## config.mk

```make
export PLATFORM = sky130hd
export DESIGN_NAME = tiny_nn_result_collect_flat
export DESIGN_NICKNAME = d
export VERILOG_FILES = /design/src/rtl/tiny_nn_result_collect_if.sv /design/src/rtl/tiny_nn_result_collect.sv /design/src/flat_wrapper.sv
export SDC_FILE = /design/constraint.sdc
export NUM_CORES = 1
export LEC_CHECK = 0
export ABC_AREA = 1
export BUFFER_PORTS_ARGS = -buffer_cell sky130_fd_sc_hd__buf_2
export CORE_MARGIN = 4
export CORE_UTILIZATION = 59
export DETAILED_ROUTE_END_ITERATION = 7
export GPL_ROUTABILITY_DRIVEN = 0
export MAX_ROUTING_LAYER = met4
export PLACE_DENSITY_LB_ADDON = 0.08
export SLEW_MARGIN = 20
export SYNTH_ARGS = -nofsm -noshare
export SYNTH_HDL_FRONTEND = slang
export SYNTH_SLANG_ARGS = --single-unit
export TNS_END_PERCENT = 1
```

## constraint.sdc

```tcl
create_clock -name clk_i -period 2.2 [get_ports clk_i]
set_clock_uncertainty 0.2 [all_clocks]
set_input_delay 0 -clock clk_i [delete_from_list [all_inputs] [get_ports clk_i]]
set_output_delay 0 -clock clk_i [all_outputs]
set_load 0.02 [all_outputs]
```

## src/rtl/tiny_nn_result_collect_if.sv

```systemverilog
// Byte-in / word-out stream bundle for tiny_nn_result_collect.
// slave: the collector; master: datapath/host side driving bytes and ready.
interface tiny_nn_result_collect_if #(
    parameter int Depth = 4
);
    localparam int PtrWidth = $clog2(Depth);

    logic [7:0]        byte_i;
    logic              byte_valid_i;
    logic              byte_hi_i;
    logic              clear_i;
    logic [15:0]       res_o;
    logic              res_valid_o;
    logic              res_ready_i;
    logic [PtrWidth:0] count_o;
    logic              err_seq_o;
    logic              err_ovf_o;
`ifdef TINY_NN_RESULT_DROP_CNT_EN
    logic [7:0]        drop_cnt_o;
`endif

    modport slave (
        input  byte_i,
        input  byte_valid_i,
        input  byte_hi_i,
        input  clear_i,
        input  res_ready_i,
        output res_o,
        output res_valid_o,
        output count_o,
        output err_seq_o,
`ifdef TINY_NN_RESULT_DROP_CNT_EN
        output drop_cnt_o,
`endif
        output err_ovf_o
    );

    modport master (
        output byte_i,
        output byte_valid_i,
        output byte_hi_i,
        output clear_i,
        output res_ready_i,
        input  res_o,
        input  res_valid_o,
        input  count_o,
        input  err_seq_o,
`ifdef TINY_NN_RESULT_DROP_CNT_EN
        input  drop_cnt_o,
`endif
        input  err_ovf_o
    );
endinterface

```

## src/rtl/tiny_nn_result_collect.sv

```systemverilog
// Reassembles lo/hi result bytes into 16-bit words, buffers them in a
// Depth-entry FIFO and streams them out with sticky error flags.
// Ports: clk_i, rst_ni (async, active-low), bus (slave modport):
//   byte_i/byte_valid_i/byte_hi_i in, clear_i flush, res_o/res_valid_o/
//   res_ready_i stream out, count_o occupancy, err_seq_o, err_ovf_o.
// Option TINY_NN_RESULT_DROP_CNT_EN adds bus.drop_cnt_o, a saturating
// count of words dropped on overflow.
module tiny_nn_result_collect #(
    parameter int Depth = 4
) (
    input logic                       clk_i,
    input logic                       rst_ni,
    tiny_nn_result_collect_if.slave   bus
);
    localparam int PtrWidth = $clog2(Depth);
    localparam logic [PtrWidth:0] CntFull = (PtrWidth + 1)'(Depth);
    localparam logic [PtrWidth-1:0] PtrOne = PtrWidth'(1);
    localparam logic [PtrWidth:0] CntOne = (PtrWidth + 1)'(1);

    localparam logic [0:0] StWaitLo = 1'b0;
    localparam logic [0:0] StWaitHi = 1'b1;

    logic [0:0]          state_q, state_d;
    logic [7:0]          low_q, low_d;
    logic [15:0]         mem_q [Depth];
    logic [15:0]         mem_d [Depth];
    logic [PtrWidth-1:0] wr_ptr_q, wr_ptr_d;
    logic [PtrWidth-1:0] rd_ptr_q, rd_ptr_d;
    logic [PtrWidth:0]   count_q, count_d;
    logic                err_seq_q, err_seq_d;
    logic                err_ovf_q, err_ovf_d;
`ifdef TINY_NN_RESULT_DROP_CNT_EN
    logic [7:0]          drop_cnt_q, drop_cnt_d;
`endif

    logic        pop;
    logic        push_req;
    logic        push_ok;
    logic        drop;
    logic        full;
    logic [15:0] word;

    always_comb begin
        state_d   = state_q;
        low_d     = low_q;
        mem_d     = mem_q;
        wr_ptr_d  = wr_ptr_q;
        rd_ptr_d  = rd_ptr_q;
        count_d   = count_q;
        err_seq_d = err_seq_q;
        err_ovf_d = err_ovf_q;
`ifdef TINY_NN_RESULT_DROP_CNT_EN
        drop_cnt_d = drop_cnt_q;
`endif
        pop      = (count_q != '0) && bus.res_ready_i;
        full     = (count_q == CntFull);
        push_req = 1'b0;
        word     = {bus.byte_i, low_q};

        if (bus.clear_i) begin
            // Flush wins over any byte or pop in the same cycle.
            pop       = 1'b0;
            state_d   = StWaitLo;
            wr_ptr_d  = '0;
            rd_ptr_d  = '0;
            count_d   = '0;
            err_seq_d = 1'b0;
            err_ovf_d = 1'b0;
`ifdef TINY_NN_RESULT_DROP_CNT_EN
            drop_cnt_d = '0;
`endif
        end else if (bus.byte_valid_i) begin
            unique case (state_q)
                StWaitLo: begin
                    if (bus.byte_hi_i) begin
                        err_seq_d = 1'b1;
                    end else begin
                        low_d   = bus.byte_i;
                        state_d = StWaitHi;
                    end
                end
                StWaitHi: begin
                    if (bus.byte_hi_i) begin
                        push_req = 1'b1;
                        state_d  = StWaitLo;
                    end else begin
                        // A repeated low byte replaces the pending one.
                        low_d     = bus.byte_i;
                        err_seq_d = 1'b1;
                    end
                end
                default: state_d = StWaitLo;
            endcase
        end

        // A pop in the same cycle frees the slot a full-FIFO push needs.
        push_ok = push_req && (!full || pop);
        drop    = push_req && full && !pop;

        if (push_ok) begin
            mem_d[wr_ptr_q] = word;
            wr_ptr_d        = wr_ptr_q + PtrOne;
        end
        if (pop) begin
            rd_ptr_d = rd_ptr_q + PtrOne;
        end
        if (!bus.clear_i) begin
            unique case ({push_ok, pop})
                2'b10:   count_d = count_q + CntOne;
                2'b01:   count_d = count_q - CntOne;
                default: count_d = count_q;
            endcase
        end
        if (drop) begin
            err_ovf_d = 1'b1;
`ifdef TINY_NN_RESULT_DROP_CNT_EN
            if (drop_cnt_q != 8'hFF) begin
                drop_cnt_d = drop_cnt_q + 8'd1;
            end
`endif
        end
    end

    always_ff @(posedge clk_i or negedge rst_ni) begin
        if (!rst_ni) begin
            state_q   <= StWaitLo;
            low_q     <= '0;
            wr_ptr_q  <= '0;
            rd_ptr_q  <= '0;
            count_q   <= '0;
            err_seq_q <= 1'b0;
            err_ovf_q <= 1'b0;
            for (int i = 0; i < Depth; i++) begin
                mem_q[i] <= '0;
            end
`ifdef TINY_NN_RESULT_DROP_CNT_EN
            drop_cnt_q <= '0;
`endif
        end else begin
            state_q   <= state_d;
            low_q     <= low_d;
            wr_ptr_q  <= wr_ptr_d;
            rd_ptr_q  <= rd_ptr_d;
            count_q   <= count_d;
            err_seq_q <= err_seq_d;
            err_ovf_q <= err_ovf_d;
            for (int i = 0; i < Depth; i++) begin
                mem_q[i] <= mem_d[i];
            end
`ifdef TINY_NN_RESULT_DROP_CNT_EN
            drop_cnt_q <= drop_cnt_d;
`endif
        end
    end

    assign bus.res_o       = mem_q[rd_ptr_q];
    assign bus.res_valid_o = (count_q != '0);
    assign bus.count_o     = count_q;
    assign bus.err_seq_o   = err_seq_q;
    assign bus.err_ovf_o   = err_ovf_q;
`ifdef TINY_NN_RESULT_DROP_CNT_EN
    assign bus.drop_cnt_o  = drop_cnt_q;
`endif
endmodule

```

## src/flat_wrapper.sv

```systemverilog
// flat-port wrapper written by rule: the top's interface ports become plain ports
module tiny_nn_result_collect_flat 
#(
    parameter int Depth = 4
)
  (clk_i, rst_ni, bus_byte_i, bus_byte_valid_i, bus_byte_hi_i, bus_clear_i, bus_res_ready_i, bus_res_o, bus_res_valid_o, bus_count_o, bus_err_seq_o, bus_err_ovf_o);
  tiny_nn_result_collect_if #(.Depth(Depth)) bus_i ();
  input logic clk_i;
  input logic rst_ni;
  input wire logic [$bits(bus_i.byte_i)-1:0] bus_byte_i;
  input wire logic [$bits(bus_i.byte_valid_i)-1:0] bus_byte_valid_i;
  input wire logic [$bits(bus_i.byte_hi_i)-1:0] bus_byte_hi_i;
  input wire logic [$bits(bus_i.clear_i)-1:0] bus_clear_i;
  input wire logic [$bits(bus_i.res_ready_i)-1:0] bus_res_ready_i;
  output wire logic [$bits(bus_i.res_o)-1:0] bus_res_o;
  output wire logic [$bits(bus_i.res_valid_o)-1:0] bus_res_valid_o;
  output wire logic [$bits(bus_i.count_o)-1:0] bus_count_o;
  output wire logic [$bits(bus_i.err_seq_o)-1:0] bus_err_seq_o;
  output wire logic [$bits(bus_i.err_ovf_o)-1:0] bus_err_ovf_o;
  assign bus_i.byte_i = bus_byte_i;
  assign bus_i.byte_valid_i = bus_byte_valid_i;
  assign bus_i.byte_hi_i = bus_byte_hi_i;
  assign bus_i.clear_i = bus_clear_i;
  assign bus_i.res_ready_i = bus_res_ready_i;
  assign bus_res_o = bus_i.res_o;
  assign bus_res_valid_o = bus_i.res_valid_o;
  assign bus_count_o = bus_i.count_o;
  assign bus_err_seq_o = bus_i.err_seq_o;
  assign bus_err_ovf_o = bus_i.err_ovf_o;
  tiny_nn_result_collect #(.Depth(Depth)) u_core (.clk_i(clk_i), .rst_ni(rst_ni), .bus(bus_i));
endmodule
```

# Yosys cells after proc, flatten, opt, wreduce, memory -nomap -nowiden
# Cells that the tools add are included.
[totals]
reg_bits = 82
inputBits = 14
out_inout_bits = 22
[classes]
add_sub_neg = 4
n_lt_le_gt_ge = 3
eq_ne = 5
mux = 27
bitwise = 5
reduce_logical = 16
[op_table]
columns = ["operator", "n"]
rows = [
  ["bitwise mux 64 bit", 1],
  ["2-to-1 mux 16 bit", 3],
  ["binary-select mux 16 bit (select 2 bit)", 1],
  ["demux 16 bit (select 2 bit)", 1],
  ["2-to-1 mux 1 bit", 14],
  ["2-to-1 mux 8 bit", 1],
  ["nonzero test 2 bit", 4],
  ["greater-or-equal comparator 3 bit, second input constant", 2],
  ["2-to-1 mux 2 bit", 3],
  ["!= test 3 bit, second input constant", 2],
  ["inverter 2 -> 3 bit", 2],
  ["case mux 3 bit (2 select lines)", 1],
  ["AND reduction 3 bit", 2],
  ["nonzero test 3 bit", 2],
  ["logical AND 1 bit", 5],
  ["adder 2 x 1 -> 2 bit, second input constant", 2],
  ["adder 3 x 1 -> 3 bit, second input constant", 1],
  ["equality test 3 bit, second input constant", 1],
  ["less-than comparator 3 x 1 -> 1 bit, second input constant", 1],
  ["2-to-1 mux 3 bit", 1],
  ["inverter 1 bit", 3],
  ["subtractor 3 x 1 -> 3 bit, second input constant", 1],
  ["equality test 2 x 1 -> 1 bit, second input constant", 1],
  ["equality test 2 bit, second input constant", 1],
  ["3 further kinds", 4],
]

# Depth between registers and ports, before layout
# Gate-level depths: netlist of run 1.
[depth]
word_depth = 8
mapped_depth = 9
depth_no_buf = 9

# Worst setup path before layout of run 1
# OpenSTA, ideal clock, no wires.
[synth_timing]
kind = "register -> register"
startpoint = "register u_core.count_q[1] (netlist: u_core.bus.count_o[1])"
endpoint = "register u_core.count_q[2] (netlist: u_core.bus.count_o[2])"
setup_time_ns = 0.118
arrival_ns = 1.890
t_required_ns = 1.882
slack_ns = -0.008
path_stages_with_launch = 10
path_buffers = 0
cell_sequence = "dfrtp_1 -> nor2_4 -> nand2_2 -> nand4_1 -> inv_1 -> fa_1 -> xnor2_1 -> xor2_1 -> nand2_1 -> nand2_1"
[synth_via]
elab_chain_cells = 8
elab_cells_between_ends = 14
cone_classes = "2 x add/sub; 3 x eq/ne; 3 x mux; 6 x reduce/logical"
[synth_lines]
columns = ["element", "line_no", "source"]
rows = [
  ["start: declaration", "tiny_nn_result_collect.sv:29", "logic [PtrWidth:0] count_q, count_d;"],
  ["start signal: assignment", "tiny_nn_result_collect.sv:144", "count_q <= count_d;"],
  ["nonzero test 3 bit *", "n/a", ""],
  ["via bus_res_valid_o", "flat_wrapper.sv:16", "output wire logic [$bits(bus_i.res_valid_o)-1:0] bus_res_valid_o;"],
  ["logical AND 1 bit *", "tiny_nn_result_collect.sv:55", "pop = (count_q != '0) && bus.res_ready_i;"],
  ["2-to-1 mux 1 bit *", "tiny_nn_result_collect.sv:60", "if (bus.clear_i) begin"],
  ["logical OR 1 bit", "tiny_nn_result_collect.sv:97", "push_ok = push_req && (!full || pop);"],
  ["logical AND 1 bit", "tiny_nn_result_collect.sv:97", ""],
  ["equality test 2 x 1 -> 1 bit or equality test 2 bit (tied branches)", "tiny_nn_result_collect.sv:108", "unique case ({push_ok, pop})"],
  ["case mux 3 bit (2 select lines)", "tiny_nn_result_collect.sv:108", ""],
  ["2-to-1 mux 3 bit", "tiny_nn_result_collect.sv:107", "if (!bus.clear_i) begin"],
]
# The timed path passes the listed nets; every way through them passes the cells marked *.
# A chain may end at the register's enable or synchronous reset.

# Worst setup path after layout of run 1
[layout_timing]
startpoint = "register u_core.count_q[1] (netlist: u_core.bus.count_o[1])"
endpoint = "register u_core.count_q[2] (netlist: u_core.bus.count_o[2])"
[layout_via]
elab_chain_cells = 8
elab_cells_between_ends = 14
cone_classes = "2 x add/sub; 3 x eq/ne; 3 x mux; 6 x reduce/logical"
[layout_lines]
columns = ["element", "line_no"]
rows = [
  ["nonzero test 3 bit", "tiny_nn_result_collect.sv:55"],
  ["logical AND 1 bit", "tiny_nn_result_collect.sv:55"],
  ["2-to-1 mux 1 bit", "tiny_nn_result_collect.sv:60"],
  ["logical OR 1 bit", "tiny_nn_result_collect.sv:97"],
  ["logical AND 1 bit", "tiny_nn_result_collect.sv:97"],
  ["equality test 2 x 1 -> 1 bit or equality test 2 bit (tied branches)", "tiny_nn_result_collect.sv:108"],
  ["case mux 3 bit (2 select lines)", "tiny_nn_result_collect.sv:108"],
  ["2-to-1 mux 3 bit", "tiny_nn_result_collect.sv:107"],
]
# Several ways; a longest one is shown, not always the timed one.

==> results of run 1 <==
## final timing paths
| kind | from | endpoint | slack, ns | cells after the start |
|---|---|---|---|---|
| setup / recovery | u_core.bus.count_o[1] | u_core.bus.count_o[2] | 0.18 | 9 |
| hold / removal | rst_ni | u_core.wr_ptr_q[0] | -0.0003 | 2 |
| setup reg to reg | u_core.bus.count_o[1] | u_core.bus.count_o[2] | 0.18 | 9 |
| hold reg to reg | u_core.mem_q[18] | u_core.mem_q[18] | 0.28 | 2 |
| max in group asynchronous | rst_ni | u_core.low_q[5] | 1.19 | 3 |
| min in group clk_i | bus_byte_hi_i | u_core.bus.err_ovf_o | 0.02 | 5 |
## cell families (layout without fill, tap and decap cells)
kind of cell	Yosys count	count (layout)	share of synthesized area
AND/OR/NAND/NOR	143	143	0.1633
adder cells (fa/ha/maj)	5	5	0.01765
flip-flops	82	82	0.5169
XOR/XNOR	2	2	0.004413
buffers and inverters	49	101	0.06902
AO/OA/AOI/OAI	129	129	0.2288
## metal layers
| layer | part of all wire | global-route usage |
|---|---|---|
| met2 | 0.46 | 0.3348 |
| met4 | 0.019 | 0.07143 |
| met5 | 0 | - |
| met1 | 0.47 | 0.2925 |
| met3 | 0.052 | 0.04341 |
## through the flow
step	area [um^2]	power [mW]
3_5_place_dp	4174	2.416
6_report	4532	3.637
2_1_floorplan	3973	2.187
5_1_grt	4532	3.813
3_3_place_gp	4174	2.401
4_1_cts	4532	3.660
## synth_stat cells (2+ instances only)
| cell type | n | area, um^2 |
|---|---|---|
| nand2_1 | 88 | 330.3 |
| dfrtp_1 | 82 | 2052 |
| o21ai_2 | 64 | 560.5 |
| o21ai_0 | 42 | 210.2 |
| nor2_1 | 36 | 135.1 |
| inv_1 | 25 | 93.84 |
| o22ai_1 | 16 | 100.1 |
| buf_6 | 12 | 135.1 |
| clkbuf_1 | 10 | 37.54 |
| nand3_1 | 5 | 25.02 |
| nand3_4 | 5 | 87.58 |
| ha_1 | 4 | 50.05 |
| nand4_1 | 4 | 25.02 |
| a21oi_1 | 3 | 15.01 |
| o21ai_1 | 3 | 15.01 |
| inv_2 | 2 | 7.510 |
| nor2_4 | 2 | 22.52 |
## sequential cells by signal, indices dropped and copies added (netlist names)
register	cells
u_core.state_q	1
u_core.mem_q	64
u_core.bus.err_ovf_o	1
u_core.rd_ptr_q	2
u_core.bus.count_o	3
u_core.bus.err_seq_o	1
u_core.low_q	8
u_core.wr_ptr_q	2
## layout make-up
class                      instances  area (um^2)
multi-input combinational        279         1644
inverter                          27        101.3
timing repair buffer              58        407.9
tap                               77        96.34
fill                             529         1927
clock inverter                     6        90.09
clock buffer                      10        137.6
sequential                        82         2054
## power by group
group          switching (mW)  internal (mW)  total, mW
Clock                   0.565          0.672       1.24
Sequential             0.0702           1.62       1.69
Combinational           0.463          0.248      0.711
Total                    1.10           2.54       3.64
==> results by group, run 1 <==
Outcome
  – Status: complete, but fails checks
  – Violated checks: negative hold slack

Clock tree
  – Clk slew on worst S/H paths: approximately 0.08 ns
  – Post-cts hold buffer count: 13
  – CTS Sinks: ~80
  – Root Driver: clkbuf_8
  – Post-CTS setup buffer count: 0
  – Worst-Skew Late Latency: ~0.35 ns
  – # H-tree levels: 3
  – CTS resizes: 0
  – TritonCTS Buffers: 9
  – CTS max path bufs: 2
  – CTS tree: done

Yosys
  – Syn Nets: about 430
  – Post-Synthesis Cells: between 400 and 500
  – Mean Syn Cell Area: between 9 and 10 um^2
  – Ys Warns: 0
  – Synth Flop Type: dfrtp_1
  – Synth unique cells: 24
  – Ys async rst share: 1.000
  – Synth Register Bits: 82
  – EDFF count, synth: 0
  – Sequential area share after synthesis: 0.5169
  – Synthesized cell area: between 3000 and 4000 um^2

Floorplan
  – Die width: 90.03 um
  – Die area: about 8100 um^2
  – Starting Density: 0.6147
  – # rows: 29
  – Die Y-Extent: approximately 90 um
  – Core area: about 6500 um^2
  – I/O pin cnt: 36

Route
  – DR pass1 iterations: 4
  – Via count: a little under 3000
  – Antenna Nets Post-Route: 0
  – Total Wirelength: 8072 um
  – # DRC: 0
  – DRT iter0 DRCs: approximately 190
  – WL/cell: around 15 um
  – Routed vias/inst: roughly 5.5

Power
  – P per Cell Area: 802.6 nW/um^2
  – LEAKAGE: between 2 and 2.5 nW
  – Peak supply drop: around 0.00049 V

Final layout
  – Fin util: 0.7017
  – Area Overhead vs Synth: 14.15%
  – Fraction of layout cells with a size suffix above 1: 0.3009
  – Nets: ~480
  – ANT cells: 0
  – Cell Count, Final, Fillers Out: roughly 540
  – Commonest cells after routing, fill and taps aside: nand2_1, dfrtp_1, o21ai_2
  – Commonest non-fill, non-tap cell in the layout: nand2_1

STA
  – Fin crit share: 0.9167
  – Fmax: slightly below 500 MHz
  – Post-route worst hold slack: -0.0002546 ns
  – Setup TNS Final: 0 ns
  – Worst slew pin tran: around 0.6 ns
  – RSZ-0062 raised after global routing: false
  – Final Hold Vio Count: 3
  – Final Max Tran Viols: 0
  – Final setup margin: about 0.18 ns
  – Final min period: around 2.0 ns
  – Max_slew headroom: 0.5969
  – Setup violators final: 0

Worst setup path
  – CP delay by family, top: simple AND/OR/NAND/NOR gates
  – WP data arrival: about 2.1 ns
  – Max Fanout on Critical Path: 5
  – Crit path cell chain: nor2_4, nand2_2, nand4_1, inv_1, fa_1, xnor2_1, xor2_1, nand2_1, nand2_1
  – CP Class: register to register
  – Critical path's largest stage delay: between 0.4 and 0.5 ns
  – CP required: approximately 2.3 ns
  – Worst path slowest cell: dfrtp_2
  – Crit end category: register
  – Crit-path most repeated cell: nand2_1
  – Critical path startpoint category: register
  – Buffer and inverter count on the worst path: 1

GRT
  – Vias in the first global route: 2856
  – Total gr overflow: 0
  – GRT Overall Usage: 0.2177
  – First-pass GRT wire length: between 10000 and 15000 um
  – Largest net degree at the start of global routing: 46
  – Initial antenna violation count: 0

Placement
  – IO Port Bufs: 35
  – Dpl ws: slightly below 0.2 ns
  – Post-Place Cells: about 500
  – Hpwl dp: 4987 um

Min path
  – Worst hold-check path type: input pin to async pin

Flow run
  – Max Cap Viol: 0
(Power assumes the default switching activity.)
==> run 2, diff against run 1 <==
--- a/config.mk
+++ b/config.mk
@@ -7,8 +7,10 @@
 export LEC_CHECK = 0
 export ABC_AREA = 1
 export BUFFER_PORTS_ARGS = -buffer_cell sky130_fd_sc_hd__buf_2
+export CELL_PAD_IN_SITES_DETAIL_PLACEMENT = 0
+export CELL_PAD_IN_SITES_GLOBAL_PLACEMENT = 1
 export CORE_MARGIN = 4
-export CORE_UTILIZATION = 59
+export CORE_UTILIZATION = 46
 export DETAILED_ROUTE_END_ITERATION = 7
 export GPL_ROUTABILITY_DRIVEN = 0
 export MAX_ROUTING_LAYER = met4
==> results by group, run 2 (synthesis gave the netlist of run 1 again) <==
Min path
  – Worst hold-check path type: input pin to async pin

Final layout
  – Fillers: 759 (+43%)
  – Max FFs per register: 64 (unchanged)
  – Cell Count, Final, Fillers Out: 567 (+5.2%)
  – Nets: 477 (+0.21%)
  – Top reg by flops: u_core.mem_q
  – Area Overhead vs Synth: 14.66%
  – Fraction of layout cells with a size suffix above 1: 0.3009 (unchanged)
  – Commonest cells after routing, fill and taps aside: nand2_1, dfrtp_1, o21ai_2
  – ANT cells: 0 (unchanged)
  – Commonest non-fill, non-tap cell in the layout: nand2_1

Worst setup path
  – Crit path cell chain: nor2_4, nand2_2, nand4_1, inv_1, fa_1, xnor2_1, xor2_1, nand2_1, nand2_1
  – Worst path slowest cell: dfrtp_2
  – Critical path startpoint category: register
  – CP Class: register to register
  – WP data arrival: 2.04 ns (-0.08 ns)
  – CP delay by family, top: simple AND/OR/NAND/NOR gates
  – Critical path's largest stage delay: 0.45 ns (about the same)
  – Crit end category: register
  – R2R Path Start: u_core.bus.count_o[1]
  – CP required: 2.24 ns (-0.06 ns)
  – Buffer and inverter count on the worst path: 1 (unchanged)
  – Max Fanout on Critical Path: 5 (unchanged)
  – Crit-path most repeated cell: nand2_1
  – Critical path origin: u_core.bus.count_o[1]

Route
  – Antenna Nets Post-Route: 0 (unchanged)
  – Routed vias/inst: 5.074 (-8.0%)
  – # DRC: 0 (unchanged)
  – Via count: 2877 (-3.2%)
  – Total Wirelength: 8324 um (+3.1%)
  – DR pass1 iterations: 4 (unchanged)
  – DRT iter0 DRCs: 131 (-32%)
  – WL/cell: 14.68 um (-2.0%)

Clock tree
  – CTS max path bufs: 2 (unchanged)
  – # H-tree levels: 3 (unchanged)
  – Root Driver: clkbuf_8
  – Clk slew on worst S/H paths: 0.08 ns (about the same)
  – CTS tree: done
  – CTS resizes: 0 (unchanged)
  – Worst-Skew Late Latency: 0.34 ns (about the same)
  – TritonCTS Buffers: 9 (unchanged)
  – CTS Sinks: 82 (unchanged)

STA
  – Fmax: 500.0 MHz (+0.83%)
  – RSZ-0062 raised after global routing: false
  – Final setup margin: 0.1998 ns (+0.01654 ns)
  – Final Max Tran Viols: 0 (unchanged)
  – Setup TNS Final: 0 ns (unchanged)
  – Final min period: 2.000 ns (-0.01654 ns)
  – Setup violators final: 0 (unchanged)
  – Max_slew headroom: 0.6336 (+0.03670)
  – Final Hold Vio Count: 40 (+37)
  – Post-route worst hold slack: -0.01288 ns (-0.01262 ns)
  – Worst slew pin tran: 0.5496 ns (-0.05439 ns)
  – Fin crit share: 0.9092 (-0.007519)

Power
  – LEAKAGE: 2.181 nW (-0.37%)
  – Peak supply drop: 0.0002713 V (-45%)
  – P per Cell Area: 765.2 nW/um^2 (-4.7%)
  – Total Power: 3.483 mW (-4.2%)

Outcome
  – Violated checks: negative hold slack
  – Status: complete, but fails checks

GRT
  – First-pass GRT wire length: 14100 um (+1.4%)
  – Total gr overflow: 0 (unchanged)
  – Initial antenna violation count: 0 (unchanged)
  – GRT Overall Usage: 0.1855 (-0.03228)
  – Vias in the first global route: 2775 (-2.8%)
  – Largest net degree at the start of global routing: 43 (-6.5%)

Floorplan
  – Die area: 10180 um^2 (+26%)
  – I/O pin cnt: 36 (unchanged)
  – # rows: 33 (+14%)
  – Starting Density: 0.4784 (-0.1363)
  – Die width: 100.9 um (+12%)
  – Core area: 8299 um^2 (+28%)
  – Die Y-Extent: 100.9 um (+12%)

Placement
  – Dpl ws: 0.2049 ns (+0.009750 ns)
  – Hpwl dp: 5211 um (+4.5%)
  – IO Port Bufs: 35 (unchanged)
  – Post-Place Cells: 539 (+5.7%)

Flow run
  – Max Cap Viol: 0 (unchanged)
-- run 2: cell count changes in the layout (fill, tap and decap cells not counted) --
cell,before,now
buf_12,2,3
bufinv_16,2,1
clkinv_2,1,2
clkinv_4,2,0
clkinvlp_4,1,2
-- run 2: routing by layer --
metal | share of wire | track usage | routed length [um]
met1 | 0.50 | 0.2561 | 4121
met2 | 0.45 | 0.2739 | 3730
met3 | 0.039 | 0.03391 | 326
met4 | 0.017 | 0.06851 | 145
met5 | 0 | - | 0
-- run 2: metrics by stage --
stage               utilization  cell area [um^2]
finish                   0.5485              4552
global route             0.5485              4552
CTS                      0.5485              4552
detailed placement       0.5096              4229
global placement         0.5096              4229
floorplan                     -              3973
-- run 2: path summary, 6_finish.rpt --
path	to	depth (start not counted)	slack, ns
worst max-delay path	u_core.bus.count_o[2]	9	0.20
worst min-delay path	u_core.mem_q[4]	2	-0.01
worst max register to register	u_core.bus.count_o[2]	9	0.20
worst min register to register	u_core.mem_q[32]	2	0.28
max in group asynchronous	u_core.mem_q[13]	3	1.19
min in group clk_i	u_core.bus.err_ovf_o	5	0.01
-- run 2: where the power goes --
| group | switching, mW | leakage (nW) | internal (mW) |
|---|---|---|---|
| Sequential | 0.0648 | 1.11 | 1.62 |
| Combinational | 0.470 | 0.977 | 0.254 |
| Clock | 0.530 | 0.0941 | 0.545 |
-- run 2: worst reg2reg max path, cell delays in order, from the launching register on --
cell     delay, ns
dfrtp_2       0.45
nor2_4        0.19
nand2_2       0.09
nand4_1       0.12
inv_1         0.06
fa_1          0.38
xnor2_1       0.15
xor2_1        0.16
nand2_1       0.06
nand2_1       0.04
-- run 2: cell type report --
| cell class | instances | area (um^2) | area share |
|---|---|---|---|
| flip-flops and latches | 82 | 2054 | 0.4513 |
| multi-input cells | 279 | 1644 | 0.3612 |
| repair buffers | 59 | 427.9 | 0.09401 |
| clock buffers | 10 | 137.6 | 0.03024 |
| well taps | 105 | 131.4 | 0.02886 |
| inverters | 27 | 101.3 | 0.02226 |
| clock inverters | 5 | 55.05 | 0.01209 |
-- run 2: timing repair --
item,CTS,global route
hold buffers,13,0
setup buffers,0,0
endpoints found under the setup margin,0,0
hold endpoints to repair,135,0
